[src/rtl/serial_adder.sv]
// serial_adder: bit-serial WIDTH-bit adder with a start/busy/done handshake.
// One full-adder cell plus a carry flop consumes one operand bit per clock,
// LSB first. The result (o_sum, o_cout) is published on the edge that enters
// DONE and is held until the next accepted start.
// Optional feature macro: SERIAL_ADDER_OVF_EN adds the o_ovf signed-overflow port.
module serial_adder #(
    parameter int WIDTH = 8
) (
    input  logic             i_clk,
    input  logic             i_rst_n,
    input  logic             i_start,
    input  logic [WIDTH-1:0] i_a,
    input  logic [WIDTH-1:0] i_b,
    input  logic             i_cin,
    output logic             o_busy,
    output logic             o_done,
    output logic [WIDTH-1:0] o_sum,
`ifdef SERIAL_ADDER_OVF_EN
    output logic             o_cout,
    output logic             o_ovf
`else
    output logic             o_cout
`endif
);

    localparam int CNT_W = $clog2(WIDTH) + 1;

    typedef enum logic [1:0] {
        ST_IDLE = 2'd0,
        ST_RUN  = 2'd1,
        ST_DONE = 2'd2
    } state_t;

    // One full-adder cell: returns {carry_out, sum_bit}.
    function automatic logic [1:0] full_add(input logic x, input logic y, input logic ci);
        full_add = {(x & y) | (x & ci) | (y & ci), x ^ y ^ ci};
    endfunction

    state_t             r_state;
    logic [WIDTH-1:0]   r_a_sr;
    logic [WIDTH-1:0]   r_b_sr;
    logic [WIDTH-1:0]   r_sum_sr;
    logic [CNT_W-1:0]   r_cnt;
    logic               r_carry;

    logic [1:0]         w_fa;
    logic               w_s;
    logic               w_c;
    logic [WIDTH-1:0]   w_sum_next;
    logic               w_last;

    // Full-adder datapath on the current LSBs and the final-bit detect.
    always_comb begin
        w_fa       = full_add(r_a_sr[0], r_b_sr[0], r_carry);
        w_s        = w_fa[0];
        w_c        = w_fa[1];
        w_sum_next = {w_s, r_sum_sr[WIDTH-1:1]};
        if ((r_state == ST_RUN) && (r_cnt == CNT_W'(WIDTH - 1))) begin
            w_last = 1'b1;
        end else begin
            w_last = 1'b0;
        end
    end

    // Control FSM, operand/sum shift registers and registered handshake outputs.
    always_ff @(posedge i_clk or negedge i_rst_n) begin
        if (!i_rst_n) begin
            r_state  <= ST_IDLE;
            r_a_sr   <= {WIDTH{1'b0}};
            r_b_sr   <= {WIDTH{1'b0}};
            r_sum_sr <= {WIDTH{1'b0}};
            r_cnt    <= {CNT_W{1'b0}};
            r_carry  <= 1'b0;
            o_busy   <= 1'b0;
            o_done   <= 1'b0;
            o_sum    <= {WIDTH{1'b0}};
            o_cout   <= 1'b0;
        end else begin
            case (r_state)
                ST_IDLE, ST_DONE: begin
                    o_done <= 1'b0;
                    if (i_start) begin
                        r_a_sr   <= i_a;
                        r_b_sr   <= i_b;
                        r_carry  <= i_cin;
                        r_cnt    <= {CNT_W{1'b0}};
                        r_sum_sr <= {WIDTH{1'b0}};
                        o_busy   <= 1'b1;
                        r_state  <= ST_RUN;
                    end else begin
                        o_busy  <= 1'b0;
                        r_state <= ST_IDLE;
                    end
                end
                ST_RUN: begin
                    // A start seen here is deliberately dropped, not queued.
                    r_sum_sr <= w_sum_next;
                    r_carry  <= w_c;
                    r_a_sr   <= {1'b0, r_a_sr[WIDTH-1:1]};
                    r_b_sr   <= {1'b0, r_b_sr[WIDTH-1:1]};
                    r_cnt    <= r_cnt + CNT_W'(1'b1);
                    if (w_last) begin
                        o_sum   <= w_sum_next;
                        o_cout  <= w_c;
                        o_busy  <= 1'b0;
                        o_done  <= 1'b1;
                        r_state <= ST_DONE;
                    end else begin
                        o_busy  <= 1'b1;
                        o_done  <= 1'b0;
                        r_state <= ST_RUN;
                    end
                end
                default: begin
                    o_busy  <= 1'b0;
                    o_done  <= 1'b0;
                    r_state <= ST_IDLE;
                end
            endcase
        end
    end

`ifdef SERIAL_ADDER_OVF_EN
    // Signed overflow: carry into the MSB differs from carry out of the MSB.
    always_ff @(posedge i_clk or negedge i_rst_n) begin
        if (!i_rst_n) begin
            o_ovf <= 1'b0;
        end else if (w_last) begin
            o_ovf <= r_carry ^ w_c;
        end else begin
            o_ovf <= o_ovf;
        end
    end
`endif

endmodule

[config.mk]
export PLATFORM = sky130hd
export DESIGN_NAME = serial_adder
export DESIGN_NICKNAME = d
export VERILOG_FILES = /design/src/rtl/serial_adder.sv
export SDC_FILE = /design/constraint.sdc
export NUM_CORES = 1
export LEC_CHECK = 0
export BUFFER_PORTS_ARGS = -buffer_cell sky130_fd_sc_hd__buf_2
export CORE_MARGIN = 2
export CORE_UTILIZATION = 35
export DETAILED_ROUTE_END_ITERATION = 16
export SYNTH_ARGS = -nofsm -noshare
export SYNTH_HDL_FRONTEND = slang
export SYNTH_SLANG_ARGS = --single-unit
[constraint.sdc]
create_clock -name i_clk -period 3.86 [get_ports i_clk]
set_input_delay 1.158 -clock i_clk [delete_from_list [all_inputs] [get_ports i_clk]]
set_output_delay 1.158 -clock i_clk [all_outputs]
set_load 0.02 [all_outputs]
==> results by group <==
Worst setup path
  – CP Capture Type: register
  – Slowest CP cell: nor2_2
  – Worst setup SP type: input port
  – CP max stage delay: 0.72 ns
  – CP Buf/Inv Count: 2
  – Worst path cell trace: buf_2, nor2b_1, buf_4, nor2_2, a22o_1
  – Crit Path Max Fanout: 25
  – Critical path required time: 4.08 ns
  – CP Class: input port to register
  – CP delay by family, top: simple AND/OR/NAND/NOR gates
  – WP data arrival: 2.54 ns

Timing
  – Relative slew slack: 34.12%
  – Slew Viols, Final: 0
  – Final Setup Violations: 0
  – Final Cycle Share: 60.24%
  – Setup TNS: 0 ns
  – Final Hold Vio Count: 0
  – Clock skew: 0.005660 ns
  – Worst-Margin Slew: 0.9882 ns
  – Fmax: 0.4300 GHz
  – RSZ-0062 raised after global routing: false
  – Final Critical Period: 2.325 ns

Power and ir drop
  – Net Sw Frac: 33.20%
  – Maximum VDD drop: 0.3420 mV
  – Switching power: 541.6 uW
  – Reg power frac: 43.1%
  – P per Cell Area: 861.7 nW/um2
  – Pleak: 0.001033 uW
  – Internal: 1090 uW
  – Total power: 1631 uW
  – Clock power share: 20.9%
  – Power share of the combinational group: 36.0%

Route
  – Drt pass-1 iters: 4
  – Via count: 1,013
  – Final ANT Viol Nets: 0
  – Wire per inst: 13.68 um
  – DRC: 0
  – First DRT Iteration DRCs: 55
  – Avg Vias per Cell: 5.116
  – Final wirelength: 2708 um

Die
  – Placeable Area: 4384 um2
  – Die height: 71.57 um
  – Die width: 71.57 um
  – Die ar.: 5122 um2
  – Initial Utilization: 36.44%
  – # IOs: 31
  – # rows: 24

Clocking
  – # Post-CTS Setup Buffers: 0
  – TritonCTS clock tree: done
  – CTS Root Buffer Type: clkbuf_8
  – # clock sinks: 39
  – Clk_lat worst skew: 0.28 ns
  – Cts hold-fix bufs: 0
  – H-tree lvl count: 2
  – Number of CTS-inserted buffers: 5
  – Clock-pin slew on the worst setup and hold paths: 0.07 ns
  – Post_cts resized: 0
  – Clock Tree Buf Depth: 2

Yosys
  – Synth area leaders: dfrtp_1 (61%), a22o_1 (14%), a21o_1 (7.0%)
  – Syn Nets: 136
  – Synth warn: 0
  – Gate Count Post-Synth: 114
  – Cell taking the most area after synthesis: dfrtp_1
  – Synth top area share: 61.08%
  – Syn avg cell area: 14.02 um2
  – Number of library cell types mapped by synthesis: 19
  – Sequential fraction of the synthesis area: 61.08%
  – Seq cells post-synth: 39
  – Syn Std Cell Area: 1598 um2

Global routing
  – Global Route Usage Sum: 11.96%
  – Pin count of the biggest net entering global routing: 40
  – First-pass GRT wire length: 4836 um
  – GRT overflow: 0
  – Vias in the first global route: 1,046
  – Initial antenna violation count: 0

Cells and area
  – Area Growth Syn to Fin: 18.48%
  – Antenna Cells: 0
  – Flip-flop and latch area: 975.9 um2
  – Area of the multi-input gates: 569.3 um2
  – FILL cells: 418
  – Nets: 167
  – Layout cells sized above 1: 28.08%

Placement
  – Dpl hpwl: 1867 um
  – Number of port buffers: 30
  – GPL Wtd Cong: 0.6821

Run
  – MaxCap Viol Count: 0

Hold path
  – Worst hold path class: register to register

Run status
  – Outcome: finished, final reports clean
-- kinds of logic (layout without fill, tap and decap cells) --
family                     count (synthesis)  in the layout  share of synthesized area (%)
muxes                                     11             11                          7.596
xor gates and xnor gates                   1              1                         0.5483
DFF                                       39             39                          61.08
AOI/OAI and AO/OA                         42             42                          21.61
and+or+nand+nor                           11             11                          3.838
adders and majority gates                  2              2                          2.036
buffers and inverters                      8             40                          3.289
-- area by class of cell --
class	count	share of cell area, %
repair buffers	32	8.724
clock inverters	2	1.851
clock buffers	6	4.362
multi-input cells	67	30.07
well taps	52	3.437
flip-flops and latches	39	51.55
-- power groups by stage --
stage | Combinational [uW] | Sequential, uW | Clock (uW)
floorplan | 432 | 743 | 0
detailed placement | 601 | 710 | 0
global route | 665 | 730 | 371
finish | 587 | 702 | 341
CTS | 601 | 702 | 353
global placement | 581 | 702 | 0
-- state kept, by name, indices dropped and copies added (netlist names) --
| register | count |
|---|---|
| r_sum_sr | 7 |
| r_a_sr | 8 |
| o_cout | 1 |
| o_done | 1 |
| o_sum | 8 |
| r_state | 1 |
| r_carry | 1 |
| r_b_sr | 8 |
| r_cnt | 4 |
-- stage by stage --
step	hold WS (ns)	instance area, um2	util (%)	cells	setup WS, ns
5_1_grt	0.5057	1893	43.18	198	1.370
3_3_place_gp	0.4587	1775	40.50	190	1.259
4_1_cts	0.4837	1893	43.18	198	1.514
2_1_floorplan	0.4500	1598	-	114	1.776
3_5_place_dp	0.4669	1775	40.50	190	1.221
6_report	0.4783	1893	43.18	198	1.535
-- cells in the final DEF, fill, tap and decap left out, drive strengths merged --
cell type	netlist	layout
dfrtp	39	39
nor2	2	2
a21o	15	15
clkinv	0	1
fa	1	1
mux2i	2	2
nor3b	1	1
nor2b	2	2
xnor2	1	1
o21ai	1	1
bufinv	0	1
mux2	9	9
and2b	1	1
ha	1	1
nand2b	1	1
nand2	3	3
buf	8	32
nand4	1	1
a22o	26	26
clkbuf	0	6
-- per-layer routing --
layer	share of wire, %	global-route usage, %	vias to the layer above
li1	-	-	490
met1	47	16.04	491
met2	45	17.90	32
met3	7.9	5.626	0
met4	0	2.516	0
met5	0	0	-
-- cell usage after synthesis --
master    instances
a21o_1           15
nand2b_1          1
nor2b_1           2
buf_4             5
mux2_1            9
nor3b_1           1
buf_2             3
nand2_1           3
o21ai_1           1
mux2i_1           2
dfrtp_1          39
nand4_1           1
and2b_1           1
a22o_1           26
ha_1              1
fa_1              1
xnor2_1           1
nor2_1            1
nor2_2            1
-- path summary, 6_finish.rpt --
kind | endpoint | slack [ns] | depth (start not counted) | from
hold reg to reg | o_sum[2] | 0.48 | 1 | o_sum[2]
min in group asynchronous | o_sum[4] | 0.98 | 1 | i_rst_n
setup / recovery | r_sum_sr[6] | 1.53 | 5 | i_start
max in group asynchronous | r_a_sr[5] | 2.36 | 1 | i_rst_n
hold / removal | o_sum[2] | 0.48 | 1 | o_sum[2]
setup reg to reg | o_sum[5] | 1.70 | 4 | o_done
Note: power is estimated with default switching activity, not from simulation.
